**config.mk**
```make
export PLATFORM = sky130hd
export DESIGN_NAME = byte_memory_write_arbiter
export DESIGN_NICKNAME = d
export VERILOG_FILES = /design/src/rtl/byte_memory_write_arbiter_pkg.sv /design/src/rtl/byte_memory_write_arbiter_rr_arbiter2.sv /design/src/rtl/byte_memory_write_arbiter.sv
export SDC_FILE = /design/constraint.sdc
export NUM_CORES = 1
export LEC_CHECK = 0
export CORE_MARGIN = 2
export CORE_UTILIZATION = 44
export DETAILED_ROUTE_END_ITERATION = 16
export PLACE_DENSITY = 0.85
export SYNTH_ARGS = -nofsm -noshare
export SYNTH_HDL_FRONTEND = slang
export SYNTH_SLANG_ARGS = --single-unit
```
**constraint.sdc**
```tcl
create_clock -name clk -period 2.4 [get_ports clk]
set_input_delay 0.48 -clock clk [delete_from_list [all_inputs] [get_ports clk]]
set_output_delay 0.48 -clock clk [all_outputs]
set_load 0.05 [all_outputs]
```
**src/rtl/byte_memory_write_arbiter_pkg.sv**
```systemverilog
`default_nettype none
// ============================================================================
// Module   : byte_memory_write_arbiter_pkg
// Purpose  : shared FSM encoding and requester ids for the write arbiter
// Revision : 1.0  initial release
// ============================================================================
package byte_memory_write_arbiter_pkg;

  typedef enum logic [1:0] {
    ST_IDLE   = 2'd0,
    ST_SETUP  = 2'd1,
    ST_STROBE = 2'd2,
    ST_HOLD   = 2'd3
  } state_t;

  localparam logic REQ0 = 1'b0;
  localparam logic REQ1 = 1'b1;

  function automatic logic other_req(input logic id);
    return (id == REQ0) ? REQ1 : REQ0;
  endfunction

endpackage
`default_nettype wire

```
**src/rtl/byte_memory_write_arbiter_rr_arbiter2.sv**
```systemverilog
`default_nettype none
// ============================================================================
// Module   : byte_memory_write_arbiter_rr_arbiter2
// Purpose  : two-way combinational round-robin pick; prio names the winner on a tie
// Revision : 1.0  initial release
// ============================================================================
module byte_memory_write_arbiter_rr_arbiter2
  import byte_memory_write_arbiter_pkg::*;
(
  input  logic req0,
  input  logic req1,
  input  logic prio,
  input  logic en,
  output logic grant_id,
  output logic grant_valid
);

  always_comb begin
    grant_valid = en & (req0 | req1);
    grant_id    = REQ0;
    if (req0 && req1) begin
      grant_id = prio;
    end else if (req1) begin
      grant_id = REQ1;
    end
  end

endmodule
`default_nettype wire

```
**src/rtl/byte_memory_write_arbiter.sv**
```systemverilog
`default_nettype none
// ============================================================================
// Module   : byte_memory_write_arbiter
// Purpose  : round-robin write sequencer driving a latch-based byte memory bank
// Revision : 1.0  initial release
// ============================================================================
module byte_memory_write_arbiter
  import byte_memory_write_arbiter_pkg::*;
#(
  parameter int BIT_COUNT  = 8,
  parameter int NUM_WORDS  = 4,
  parameter int ADDR_WIDTH = 2
) (
  input  logic                  clk,
  input  logic                  reset,
  input  logic                  req0,
  input  logic [ADDR_WIDTH-1:0] addr0,
  input  logic [BIT_COUNT-1:0]  data0,
  output logic                  ack0,
  input  logic                  req1,
  input  logic [ADDR_WIDTH-1:0] addr1,
  input  logic [BIT_COUNT-1:0]  data1,
  output logic                  ack1,
  output logic [BIT_COUNT-1:0]  mem_data,
  output logic [NUM_WORDS-1:0]  mem_store,
  output logic                  err,
  output logic                  busy
);

  state_t                state_q, state_d;
  logic                  id_q, id_d;
  logic                  ptr_q, ptr_d;
  logic [ADDR_WIDTH-1:0] addr_q, addr_d;
  logic [BIT_COUNT-1:0]  mem_data_q, mem_data_d;
  logic [NUM_WORDS-1:0]  mem_store_q, mem_store_d;
  logic                  ack0_q, ack0_d;
  logic                  ack1_q, ack1_d;
  logic                  err_q, err_d;
  logic                  busy_q, busy_d;

  logic                  grant_id;
  logic                  grant_valid;
  logic [NUM_WORDS-1:0]  word_hit;

  byte_memory_write_arbiter_rr_arbiter2 u_arb (
    .req0        (req0),
    .req1        (req1),
    .prio        (ptr_q),
    .en          (state_q == ST_IDLE),
    .grant_id    (grant_id),
    .grant_valid (grant_valid)
  );

  // An out-of-range address matches no word, so the decode is all-zero.
  generate
    for (genvar gi = 0; gi < NUM_WORDS; gi++) begin : g_word_hit
      assign word_hit[gi] = (addr_q == ADDR_WIDTH'(gi));
    end
  endgenerate

  // Every output is the registered image of the state being entered.
  always_comb begin
    state_d     = state_q;
    id_d        = id_q;
    ptr_d       = ptr_q;
    addr_d      = addr_q;
    mem_data_d  = mem_data_q;
    mem_store_d = '0;
    ack0_d      = 1'b0;
    ack1_d      = 1'b0;
    err_d       = 1'b0;

    case (state_q)
      ST_IDLE: begin
        if (grant_valid) begin
          state_d    = ST_SETUP;
          id_d       = grant_id;
          addr_d     = (grant_id == REQ1) ? addr1 : addr0;
          mem_data_d = (grant_id == REQ1) ? data1 : data0;
        end
      end
      ST_SETUP: begin
        state_d     = ST_STROBE;
        mem_store_d = word_hit;
      end
      ST_STROBE: begin
        state_d = ST_HOLD;
        ack0_d  = (id_q == REQ0);
        ack1_d  = (id_q == REQ1);
        err_d   = ~|word_hit;
        ptr_d   = other_req(id_q);
      end
      ST_HOLD: begin
        state_d = ST_IDLE;
      end
      default: begin
        state_d = ST_IDLE;
      end
    endcase

    busy_d = (state_d != ST_IDLE);
  end

  always_ff @(posedge clk or posedge reset) begin
    if (reset) begin
      state_q     <= ST_IDLE;
      id_q        <= REQ0;
      ptr_q       <= REQ0;
      addr_q      <= '0;
      mem_data_q  <= '0;
      mem_store_q <= '0;
      ack0_q      <= 1'b0;
      ack1_q      <= 1'b0;
      err_q       <= 1'b0;
      busy_q      <= 1'b0;
    end else begin
      state_q     <= state_d;
      id_q        <= id_d;
      ptr_q       <= ptr_d;
      addr_q      <= addr_d;
      mem_data_q  <= mem_data_d;
      mem_store_q <= mem_store_d;
      ack0_q      <= ack0_d;
      ack1_q      <= ack1_d;
      err_q       <= err_d;
      busy_q      <= busy_d;
    end
  end

  assign ack0      = ack0_q;
  assign ack1      = ack1_q;
  assign mem_data  = mem_data_q;
  assign mem_store = mem_store_q;
  assign err       = err_q;
  assign busy      = busy_q;

endmodule
`default_nettype wire

```
# Word-level counts from Yosys, hierarchy flattened

Cells that the tools add are included.

Div/mod/pow operators: 0
Muxes and demuxes: 11
Add/sub/neg operators: 0
Reduce and logical (&&, ||, !) cells: 7
$lt $le $gt $ge: 0
Bitwise logic cells: 3
$mul: 0
Equal/unequal tests: 6
Shift operators: 0

Operators with widths:

| kind                 | count |
|---|---|
| $eq A2 B2 Y1 const B | 4 |
| $mux W8              | 1 |
| $pmux W2 S4          | 1 |
| $mux W1              | 6 |
| $eq A2 B1 Y1 const B | 2 |
| $logic_not A2 Y1     | 2 |
| $mux W2              | 2 |
| $mux W4              | 1 |
| $reduce_or A4 Y1     | 1 |
| $reduce_and A2 Y1    | 1 |
| $reduce_bool A2 Y1   | 1 |
| $and A1 B1 Y1        | 1 |
| $logic_and A1 B1 Y1  | 1 |
| $logic_not A1 Y1     | 1 |
| $not A1 Y1           | 1 |
| $or A1 B1 Y1         | 1 |

Memories: 0
Bits of input ports: 24
Output and inout port bits: 16
Flip-flop bits (word level): 22
Latch bits: 0
Memory bits (writable): 0
Logic and storage cells: 37
Bits in read-only memories: 0

# Longest topological paths before layout

Gate-level depths: netlist of run 1.

Word-level depth: 5
Depth in mapped cells: 6
Mapped depth without buffers: 5

# By module

Synthesis of run 1 repeated with hierarchy kept, for this count alone.

Cell total of the unflattened synthesis: 86
Area, all modules: 1012.2 sq um

Modules (own cells, without submodules):

| module                                | sequential area each (sq um) | instances | area an instance (sq um) | cells an instance |
|---|---|---|---|---|
| byte_memory_write_arbiter             | 550.5                        | 1         | 989.7                    | 83 |
| byte_memory_write_arbiter_rr_arbiter2 | 0.0                          | 1         | 22.5                     | 3 |

# Worst setup path before layout of run 1

Ideal clock, no wire load.

Path type: register to register
Start: reg state_q[0]
End: reg addr_q[1]
Setup time: 126 ps
Period minus slack after synthesis: 1190 ps
Cell stages (with the launch flop): 7
Data required time: 2274 ps
Path buffers: 1
Data arrival time: 1064 ps
Path slack: 1210 ps
Cells stage by stage: dfrtp_1 inv_1 ha_1 o21ai_2 buf_6 a31oi_1 a21oi_1

Cells in the longest elaborated chain, start to end: 3

Ends and longest elaborated chain:

| what                                   | line                                                             | RTL |
|---|---|---|
| from (decl)                            | byte_memory_write_arbiter.sv:30                                  | `state_t state_q, state_d;` |
| from (signal assigned)                 | byte_memory_write_arbiter.sv:117                                 | `state_q <= state_d;` |
| $logic_not A2 Y1 (*)                   | byte_memory_write_arbiter.sv:49, byte_memory_write_arbiter.sv:73 |  |
| $and A1 B1 Y1                          | byte_memory_write_arbiter_rr_arbiter2.sv:19                      | `grant_valid = en & (req0 \| req1);` |
| $reduce_and A2 Y1 (no source line) (*) | --                                                               |  |
| to (signal assigned)                   | byte_memory_write_arbiter.sv:120                                 | `addr_q <= addr_d;` |
| to (decl)                              | byte_memory_write_arbiter.sv:33                                  | `logic [ADDR_WIDTH-1:0] addr_q, addr_d;` |

Every way passes the cells marked *; elsewhere a longest branch is shown, timed or not.
A chain may end at the register's enable or synchronous reset.

# Final worst setup path of run 1

Start: reg mem_data_q[2], in the netlist mem_data[2]
End: out mem_data[2]

RTL lines:

| what                   | line                             | RTL |
|---|---|---|
| from (decl)            | byte_memory_write_arbiter.sv:34  | `logic [BIT_COUNT-1:0] mem_data_q, mem_data_d;` |
| from (signal assigned) | byte_memory_write_arbiter.sv:121 | `mem_data_q <= mem_data_d;` |
| to (decl)              | byte_memory_write_arbiter.sv:24  | `output logic [BIT_COUNT-1:0] mem_data,` |

No word-level cell between the ends.

==> key figures, run 1 <==
Clock network
  – Num CTS Buffers: 3
  – Max Root-Sink Buffers: 2
  – Post-cts repair resize count: 0
  – H-Tree Depth: 1
  – CTS clk-pin slew, worst paths: 120 ps
  – Clk_lat worst skew: 300 ps
  – Post-CTS Setup Bufs: 0
  – Total clock sinks: 22
  – CTS tree: built
  – Root Driver: clkbuf_4
  – Hold_buf cts: 0

Drt
  – Post-DRT Antenna Nets: 0
  – Vias: 841
  – Wire length per cell: 14.2 um
  – First-pass detailed-route iteration total: 4
  – DRC: 0
  – Via-to-Cell Ratio: 5.22
  – Total Routed Length: 2280 um
  – Drt initial violations: 41

Logic synthesis
  – Largest family of logic cells by synthesized area: compound AO/OA/AOI/OAI gates
  – Synth Area in XOR/XNOR: 0%
  – Post-synthesis cell count: 93
  – Multiplexer share of the synthesized area: 0%
  – Synth Warn #: 0
  – Synth Register Bits: 22
  – Post-Syn Nets: 121
  – Mean Syn Cell Area: 10.4 sq um
  – Sequential-to-total area share from yosys stat: 57.0%
  – Synth Area in Simple Gates: 11.4%
  – Synth cell types: 23
  – Fraction of the mapped netlist area in compound gates: 20.2%
  – Mapped Area: 966 sq um
  – Synth Area in Adders: 5.18%

GRT
  – Initial antenna violation count: 0
  – GRT Overall Usage: 19.8%
  – Number of global-route vias before repair: 784
  – Pin count of the biggest net entering global routing: 23
  – First-pass GRT wire length: 3780 um
  – GRT overflow: 0

Timing
  – Achievable frequency: 502 MHz
  – Period utilisation layout: 83.0%
  – Setup TNS: 0 ps
  – Worst-Margin Slew: 553 ps
  – Endpoints failing setup: 0
  – Unrepaired setup endpoints after global routing: false
  – Final Hold Fails: 0
  – Minimum clock period: 1990 ps
  – Clock skew: 4.93 ps
  – Hold_ws: 470 ps
  – Slew HR: 63.1%
  – Max-slew violations: 0

Pwr
  – Switch share: 44.7%
  – Final Power: 0.00193 W
  – Peak supply drop: 0.000712 V
  – Clock share of power: 14.5%
  – Power per Cell Area: 1360 nW/um^2
  – Psw: 0.000865 W
  – Flop pwr share: 31.8%
  – Static leakage: 0.611 nW
  – Logic pwr share: 53.7%
  – P_int: 0.00107 W

Critical path
  – CP Class: flip-flop to output port
  – Critical path peak fanout: 2
  – Worst r2r path cells: 5
  – CP required: 1920 ps
  – Data arrival time of the worst path: 1510 ps
  – Critical path's largest stage delay: 810 ps
  – Crit path max-delay family: buffers and inverters
  – Crit path depth: 1
  – Critical-path top delay cell: clkdlybuf4s50_1
  – Worst Path Buf+Inv: 1
  – Element type at the critical path start: flip-flop
  – Worst Setup End Kind: output port
  – Flop2flop setup slack: 970 ps
  – CP cell instances: clkdlybuf4s50_1

Placed design
  – GPL Wtd Cong: 0.759
  – Post-Place Cell Area: 1370 sq um
  – DP Wirelength: 1550 um
  – Number of buffers added on ports: 39

Run
  – Max-Cap Viols: 0

Floorplanning
  – I/O pins: 40
  – Die area: 2590 sq um
  – Initial Utilization: 47.8%
  – Core Rows: 16
  – Core Region: 2020 sq um
  – Die width: 50.9 um
  – Die height: 50.9 um

Hold path
  – Hold Path Class: flip-flop to flip-flop
  – Hold Crit Depth: 1

Outcome
  – Status: completed

Finish
  – Layout cells sized above 1: 5.97%
  – # diodes: 0
  – Area Growth Syn to Fin: 47.4%
  – Post-route cell area: 1420 sq um
  – Layout Nets: 163
[registers in the layout (all words and copies together), names as in the netlist]
| signal | cells |
|---|---|
| ack0 | 1 |
| ptr_q | 1 |
| state_q | 2 |
| mem_data | 8 |
| ack1 | 1 |
| mem_store | 4 |
| busy | 1 |
| addr_q | 2 |
| id_q | 1 |
| err | 1 |
[final timing paths]
path,endpoint,start
hold reg to reg,ack0,id_q
hold / removal,ack0,id_q
max in group asynchronous,id_q,reset
setup reg to reg,mem_data[7],state_q[0]
setup / recovery,mem_data[2],mem_data[2]
min in group asynchronous,mem_data[6],reset
[cells in the mapped netlist]
library cell | count | area (sq um)
a32o_1 | 1 | 10.0
o21ai_2 | 1 | 8.76
and3b_1 | 1 | 8.76
and2_1 | 1 | 6.26
a31oi_1 | 11 | 68.8
nor2b_1 | 2 | 12.5
o21a_1 | 1 | 7.51
buf_4 | 3 | 22.5
buf_6 | 1 | 11.3
o21ai_1 | 1 | 5.00
ha_1 | 4 | 50.1
nor2_1 | 14 | 52.6
conb_1 | 1 | 3.75
and3_1 | 1 | 6.26
inv_1 | 4 | 15.0
nand2_1 | 1 | 3.75
clkbuf_4 | 1 | 7.51
a21oi_1 | 10 | 50.1
or2_1 | 1 | 6.26
nor3b_1 | 1 | 7.51
dfrtp_1 | 22 | 551
o21ai_0 | 9 | 45.0
nand2b_1 | 1 | 6.26
[logic make-up after synthesis]
logic type                 Yosys count
DFF                                 22
buffers and inverters                9
adders and majority gates            4
other                                1
and+or+nand+nor                     23
AOI/OAI and AO/OA                   34
[layout by cell type (no fill, tap or decap)]
cell type        synthesis  final
nor2b_1                  2      2
nand2b_1                 1      1
inv_1                    4      4
nor3b_1                  1      1
nor2_1                  14     14
a21oi_1                 10     10
conb_1                   1      1
clkbuf_4                 1      3
ha_1                     4      4
o21ai_1                  1      1
a31oi_1                 11     11
o21ai_2                  1      1
and2_1                   1      1
clkdlybuf4s50_1          0     39
a32o_1                   1      1
o21ai_0                  9      9
and3_1                   1      1
or2_1                    1      1
dfrtp_1                 22     22
buf_4                    3      3
and3b_1                  1      1
bufinv_16                0      1
nand2_1                  1      1
o21a_1                   1      1
[metrics by stage]
stage          utilization [%]  std cells  setup WS, ps
2_1_floorplan                -         93          1210
3_3_place_gp              67.8        157           548
3_5_place_dp              67.8        157           521
4_1_cts                   70.4        161           410
5_1_grt                   70.4        161           373
6_report                  70.4        161           409
[power groups by stage]
stage	Sequential (W)	Combinational, W	Clock [W]
floorplan	0.000978	0.000360	0
global placement	0.000614	0.00101	0
detailed placement	0.000621	0.00103	0
CTS	0.000612	0.00104	0.000286
global route	0.000631	0.00111	0.000308
finish	0.000616	0.00104	0.000281
[routing by layer]
metal	routed length (um)	track usage, %	share of wire [%]
met1	913	27.8	40
met2	1160	30.3	51
met3	147	1.46	6.5
met4	61	11.3	2.7
met5	0	0	0
[area by class of cell]
| cell class | instances | area (sq um) |
|---|---|---|
| Inverter | 4 | 15.0 |
| Timing Repair Buffer | 42 | 413 |
| Multi-Input combinational cell | 62 | 359 |
| Tap cell | 27 | 33.8 |
| Fill cell | 150 | 598 |
| Sequential cell | 22 | 551 |
| Clock inverter | 1 | 30.0 |
| Clock buffer | 3 | 22.5 |
Power figures use the tool's default switching activity.
==> inputs of run 2 (changes only) <==
--- a/config.mk
+++ b/config.mk
@@ -5,10 +5,11 @@
 export SDC_FILE = /design/constraint.sdc
 export NUM_CORES = 1
 export LEC_CHECK = 0
+export CORE_ASPECT_RATIO = 2
 export CORE_MARGIN = 2
-export CORE_UTILIZATION = 44
+export CORE_UTILIZATION = 37
 export DETAILED_ROUTE_END_ITERATION = 16
-export PLACE_DENSITY = 0.85
+export PLACE_DENSITY = 0.77
 export SYNTH_ARGS = -nofsm -noshare
 export SYNTH_HDL_FRONTEND = slang
 export SYNTH_SLANG_ARGS = --single-unit
==> constraint.sdc (replaced) <==
create_clock -name clk -period 1.7 [get_ports clk]
set_input_delay 0.34 -clock clk [delete_from_list [all_inputs] [get_ports clk]]
set_output_delay 0.34 -clock clk [all_outputs]
set_load 0.05 [all_outputs]
==> key figures, run 2 (synthesis results as in run 1) <==
Outcome
  – Status: completed (unchanged)

Critical path
  – Critical path peak fanout: 10 (was 2)
  – Critical path's largest stage delay: 380 ps (was 810 ps)
  – Crit path max-delay family: compound AO/OA/AOI/OAI gates (was buffers and inverters)
  – CP required: 1880 ps (was 1920 ps)
  – Element type at the critical path start: flip-flop (unchanged)
  – CP Class: flip-flop to flip-flop (was flip-flop to output port)
  – RR Startpoint: state_q[0] (unchanged)
  – Reg2reg end: mem_data[6] (was mem_data[7])
  – Flop2flop setup slack: 310 ps (was 970 ps)
  – Worst r2r path cells: 5 (unchanged)
  – Critical-path top delay cell: dfrtp_1 (was clkdlybuf4s50_1)
  – Worst Path Buf+Inv: 1 (unchanged)
  – Worst Setup End Kind: flip-flop (was output port)
  – CP cell instances: inv_1 > ha_1 > o21a_1 > nor2_1 > a21oi_1 (was clkdlybuf4s50_1)
  – Data arrival time of the worst path: 1570 ps (was 1510 ps)

Clock network
  – Post-CTS Setup Bufs: 0 (unchanged)
  – Root Driver: clkbuf_8 (was clkbuf_4)
  – Post-cts repair resize count: 0 (unchanged)
  – Num CTS Buffers: 3 (unchanged)
  – CTS clk-pin slew, worst paths: 70 ps (was 120 ps)
  – Hold_buf cts: 0 (unchanged)
  – CTS tree: built (unchanged)
  – H-Tree Depth: 1 (unchanged)
  – Clk_lat worst skew: 250 ps (was 300 ps)
  – Max Root-Sink Buffers: 2 (unchanged)
  – Total clock sinks: 22 (unchanged)

Drt
  – DRC: 0 (unchanged)
  – Total Routed Length: 2190 um (was 2280 um)
  – Vias: 800 (was 841)
  – Post-DRT Antenna Nets: 0 (unchanged)
  – Drt initial violations: 17 (was 41)
  – Wire length per cell: 13.5 um (was 14.2 um)
  – Via-to-Cell Ratio: 4.94 (was 5.22)
  – First-pass detailed-route iteration total: 4 (unchanged)

Finish
  – Layout cells sized above 1: 17.9% (was 5.97%)
  – Post-Layout Cell Count: 162 (was 161)
  – # diodes: 0 (unchanged)
  – Area Growth Syn to Fin: 43.0% (was 47.4%)
  – Max reg flops: 8 (unchanged)
  – Layout Nets: 164 (was 163)
  – Commonest non-fill, non-tap cells in the layout: 23 x clkdlybuf4s50_1, 22 x dfrtp_1, 20 x buf_4 (was 39 x clkdlybuf4s50_1, 22 x dfrtp_1, 14 x nor2_1)
  – Most common cell after layout, fill and taps aside: clkdlybuf4s50_1 (unchanged)

GRT
  – GRT overflow: 0 (unchanged)
  – Number of global-route vias before repair: 791 (was 784)
  – Pin count of the biggest net entering global routing: 23 (unchanged)
  – First-pass GRT wire length: 3470 um (was 3780 um)
  – Initial antenna violation count: 0 (unchanged)
  – GRT Overall Usage: 16.3% (was 19.8%)

Placed design
  – Number of buffers added on ports: 39 (unchanged)
  – Dpl cells: 159 (was 157)
  – DP Wirelength: 1680 um (was 1550 um)
  – GPL Wtd Cong: 0.848 (was 0.759)

Floorplanning
  – Core Region: 2500 sq um (was 2020 sq um)
  – Die area: 3060 sq um (was 2590 sq um)
  – Die width: 40.1 um (was 50.9 um)
  – Die height: 76.3 um (was 50.9 um)
  – I/O pins: 40 (unchanged)
  – Initial Utilization: 38.6% (was 47.8%)
  – Core Rows: 26 (was 16)

Timing
  – Minimum clock period: 1390 ps
  – Clock skew: 4.45 ps (was 4.93 ps)
  – Achievable frequency: 719 MHz
  – Max-slew violations: 0 (unchanged)
  – Unrepaired setup endpoints after global routing: false (unchanged)
  – Final Hold Fails: 0 (unchanged)
  – Endpoints failing setup: 0 (unchanged)
  – Setup TNS: 0 ps (unchanged)
  – Hold_ws: 418 ps (was 470 ps)
  – Period utilisation layout: 81.9%

Run
  – Max-Cap Viols: 0 (unchanged)

Hold path
  – Hold Path Class: input pin to async pin (was flip-flop to flip-flop)

Pwr
  – Power per Cell Area: 1860 nW/um^2 (was 1360 nW/um^2)
  – Peak supply drop: 0.000771 V (was 0.000712 V)
  – Static leakage: 0.627 nW (was 0.611 nW)
run 2: tightest hold or removal path: stages:
cell,delay [ps]
clkdlybuf4s50_1,390
inv_1,50
buf_4,270
run 2: stage by stage:
step	area [sq um]	utilization [%]	power, W	worst slack [ps]
global route	1380	55.1	0.00277	154
detailed placement	1340	53.5	0.00230	102
floorplan	966	-	0.00189	510
global placement	1340	53.5	0.00226	147
CTS	1380	55.1	0.00261	279
finish	1380	55.1	0.00257	308
run 2: layout make-up:
| class | count | area [sq um] |
|---|---|---|
| Fill cell | 230 | 1120 |
| Timing Repair Buffer | 43 | 380 |
| Multi-Input combinational cell | 62 | 359 |
| Inverter | 4 | 15.0 |
| Tap cell | 28 | 35.0 |
| Sequential cell | 22 | 551 |
| Clock buffer | 3 | 41.3 |
run 2: layer usage:
metal	routed length (um)	global-route usage (%)	part of all wire (%)
met1	799	17.5	37
met2	1220	27.4	56
met3	136	3.21	6.2
met4	32	8.28	1.5
met5	0	0	0
run 2: worst max path at each step:
stage / end / start / depth (start not counted)
3_5_place_dp: mem_data[0] / req0 / 4
6_report: mem_data[6] / state_q[0] / 5
4_1_cts: mem_data[0] / state_q[0] / 5
2_1_floorplan: addr_q[1] / state_q[0] / 6
5_1_grt: mem_data[7] / state_q[0] / 5
3_3_place_gp: mem_data[6] / req0 / 4
run 2: power by group:
part           internal [W]  switching [W]  total (W)
Clock              0.000157       0.000143   0.000301
Sequential         0.000748       0.000120   0.000869
Combinational      0.000480       0.000923    0.00140
Total               0.00139        0.00119    0.00257
==> inputs of run 3 (changes only) <==
==> constraint.sdc (replaced) <==
create_clock -name clk -period 1.1 [get_ports clk]
set_input_delay 0.22 -clock clk [delete_from_list [all_inputs] [get_ports clk]]
set_output_delay 0.22 -clock clk [all_outputs]
set_load 0.05 [all_outputs]
==> key figures, run 3 (synthesis results as in run 1) <==
Pwr
  – Power per Cell Area: 3040 nW/um^2 (was 1860 nW/um^2)
  – Final Power: 0.00563 W (was 0.00257 W)
  – Peak supply drop: 0.00199 V (was 0.000771 V)
  – Static leakage: 0.770 nW (was 0.627 nW)

GRT
  – Initial antenna violation count: 0 (unchanged)
  – GRT overflow: 0 (unchanged)
  – GRT Overall Usage: 20.9% (was 16.3%)
  – Number of global-route vias before repair: 927 (was 791)
  – First-pass GRT wire length: 4420 um (was 3470 um)
  – Pin count of the biggest net entering global routing: 23 (unchanged)

Drt
  – First-pass detailed-route iteration total: 4 (unchanged)
  – DRC: 0 (unchanged)
  – Drt initial violations: 49 (was 17)
  – Wire length per cell: 17.4 um (was 13.5 um)
  – Via-to-Cell Ratio: 5.57 (was 4.94)
  – Total Routed Length: 2990 um (was 2190 um)
  – Post-DRT Antenna Nets: 0 (unchanged)
  – Vias: 958 (was 800)

Placed design
  – DP Wirelength: 1800 um (was 1680 um)
  – Number of buffers added on ports: 39 (unchanged)
  – GPL Wtd Cong: 0.817 (was 0.848)
  – Post-Place Cell Area: 1600 sq um (was 1340 sq um)

Finish
  – Multi-input gate area: 522 sq um (was 359 sq um)
  – Layout Utilization: 73.9% (was 55.1%)
  – Layout cells sized above 1: 38.2% (was 17.9%)
  – Post-route cell area: 1850 sq um (was 1380 sq um)
  – Max reg flops: 8 (unchanged)
  – # diodes: 0 (unchanged)
  – Area Growth Syn to Fin: 91.7% (was 43.0%)
  – Layout Nets: 173 (was 164)
  – Commonest non-fill, non-tap cells in the layout: 22 x dfrtp_1, 22 x clkdlybuf4s50_1, 17 x buf_12 (was 23 x clkdlybuf4s50_1, 22 x dfrtp_1, 20 x buf_4)
  – Register Area: 551 sq um (unchanged)
  – Fillers: 168 (was 230)

Critical path
  – Data arrival time of the worst path: 1440 ps (was 1570 ps)
  – Critical path peak fanout: 6 (was 10)
  – Critical-path top delay cell: dfrtp_1 (unchanged)
  – Element type at the critical path start: flip-flop (unchanged)
  – Critical path's largest stage delay: 400 ps (was 380 ps)
  – Worst r2r path cells: 6 (was 5)
  – Worst Path Buf+Inv: 2 (was 1)
  – RR Startpoint: state_q[0] (unchanged)
  – CP required: 1250 ps (was 1880 ps)
  – Crit path max-delay family: flip-flops (was compound AO/OA/AOI/OAI gates)
  – Flop2flop setup slack: -190 ps (was 310 ps)
  – Worst Setup End Kind: flip-flop (unchanged)
  – CP cell instances: inv_2 > ha_4 > o21ai_4 > buf_6 > a31oi_1 > a21oi_1 (was inv_1 > ha_1 > o21a_1 > nor2_1 > a21oi_1)
  – CP Class: flip-flop to flip-flop (unchanged)
  – Reg2reg end: mem_data[2] (was mem_data[6])

Timing
  – Achievable frequency: 775 MHz (was 719 MHz)
  – Minimum clock period: 1290 ps (was 1390 ps)
  – Endpoints failing setup: 15 (was 0)
  – Clock skew: 2.15 ps (was 4.45 ps)
  – Final Hold Fails: 0 (unchanged)
  – Period utilisation layout: 117% (was 81.9%)
  – Unrepaired setup endpoints after global routing: true (was false)
  – Max-slew violations: 0 (unchanged)
  – Final setup margin: -190 ps (was 308 ps)

Clock network
  – H-Tree Depth: 1 (unchanged)
  – Max Root-Sink Buffers: 2 (unchanged)
  – CTS tree: built (unchanged)
  – Clk_lat worst skew: 270 ps (was 250 ps)
  – Total clock sinks: 22 (unchanged)
  – CTS clk-pin slew, worst paths: 80 ps (was 70 ps)
  – Root Driver: clkbuf_8 (unchanged)
  – Num CTS Buffers: 3 (unchanged)

Floorplanning
  – Die area: 3060 sq um (unchanged)
  – Initial Utilization: 38.6% (unchanged)
  – Core Region: 2500 sq um (unchanged)
  – Core Rows: 26 (unchanged)
  – Die width: 40.1 um (unchanged)
  – I/O pins: 40 (unchanged)
  – Die height: 76.3 um (unchanged)

Hold path
  – Hold Path Class: input pin to async pin (unchanged)

Outcome
  – Violated checks: negative setup slack
  – Status: complete, but fails checks (was completed)

Run
  – Max-Cap Viols: 0 (unchanged)
==> run 3: cell count changes in the layout (fill, tap and decap cells not counted), moves of 4 or more <==
cell     delta
ha_1        -4
buf_6       +4
ha_4        +4
a31oi_1     -5
buf_12     +17
a31oi_4     +4
buf_4      -12
==> run 3: metrics by stage <==
step	hold WS [ps]	cells	TNS, ps	worst slack [ps]
4_1_cts	275	170	-1130	-108
5_1_grt	310	172	-2650	-252
3_5_place_dp	444	163	-4170	-379
2_1_floorplan	209	93	-2.22	-0.247
6_report	279	172	-1700	-190
3_3_place_gp	434	163	-3750	-327
==> run 3: timing repair <==
item                                   CTS  global route
gates cloned                             1             0
pin swaps                                2             5
gates resized for setup                 16            15
setup buffers                            2             2
setup endpoints to repair               13            18
endpoints found under the hold margin    0             0
hold buffers                             0             0
==> run 3: cell type report <==
type | instances | share of cell area, %
flip-flops and latches | 22 | 29.7
inverters | 4 | 0.811
clock buffers | 4 | 2.97
repair buffers | 52 | 36.4
multi-input cells | 62 | 28.2
well taps | 28 | 1.89
==> run 3: worst reg2reg max path, cell delays in order, from the launching register on <==
cell and delay (ps):
dfrtp_1 400, inv_2 100, ha_4 160, o21ai_4 70, buf_6 150, a31oi_1 190, a21oi_1 90
==> run 3: power breakdown <==
group	switching (W)	leakage, nW	internal (W)
clock	0.000260	0.0288	0.000320
sequential	0.000366	0.262	0.00116
combinational	0.00177	0.480	0.00175
total	0.00240	0.770	0.00323
==> run 3: routing by layer <==
layer  wire (um)  track usage (%)  vias to the layer above
li1            -                -                      420
met1        1070             25.6                      476
met2        1640             31.3                       52
met3         175             2.62                       10
met4         105             14.8                        0
met5           0                0                        -
==> run 3: how the worst max path moves through the flow <==
stage / slack, ps / cells after the start / start / end
2_1_floorplan: -0.2 / 6 / state_q[0] / addr_q[1]
3_3_place_gp: -330 / 3 / req0 / id_q
3_5_place_dp: -380 / 4 / req0 / mem_data[6]
4_1_cts: -110 / 6 / state_q[0] / mem_data[2]
5_1_grt: -250 / 6 / state_q[0] / mem_data[5]
6_report: -190 / 6 / state_q[0] / mem_data[2]
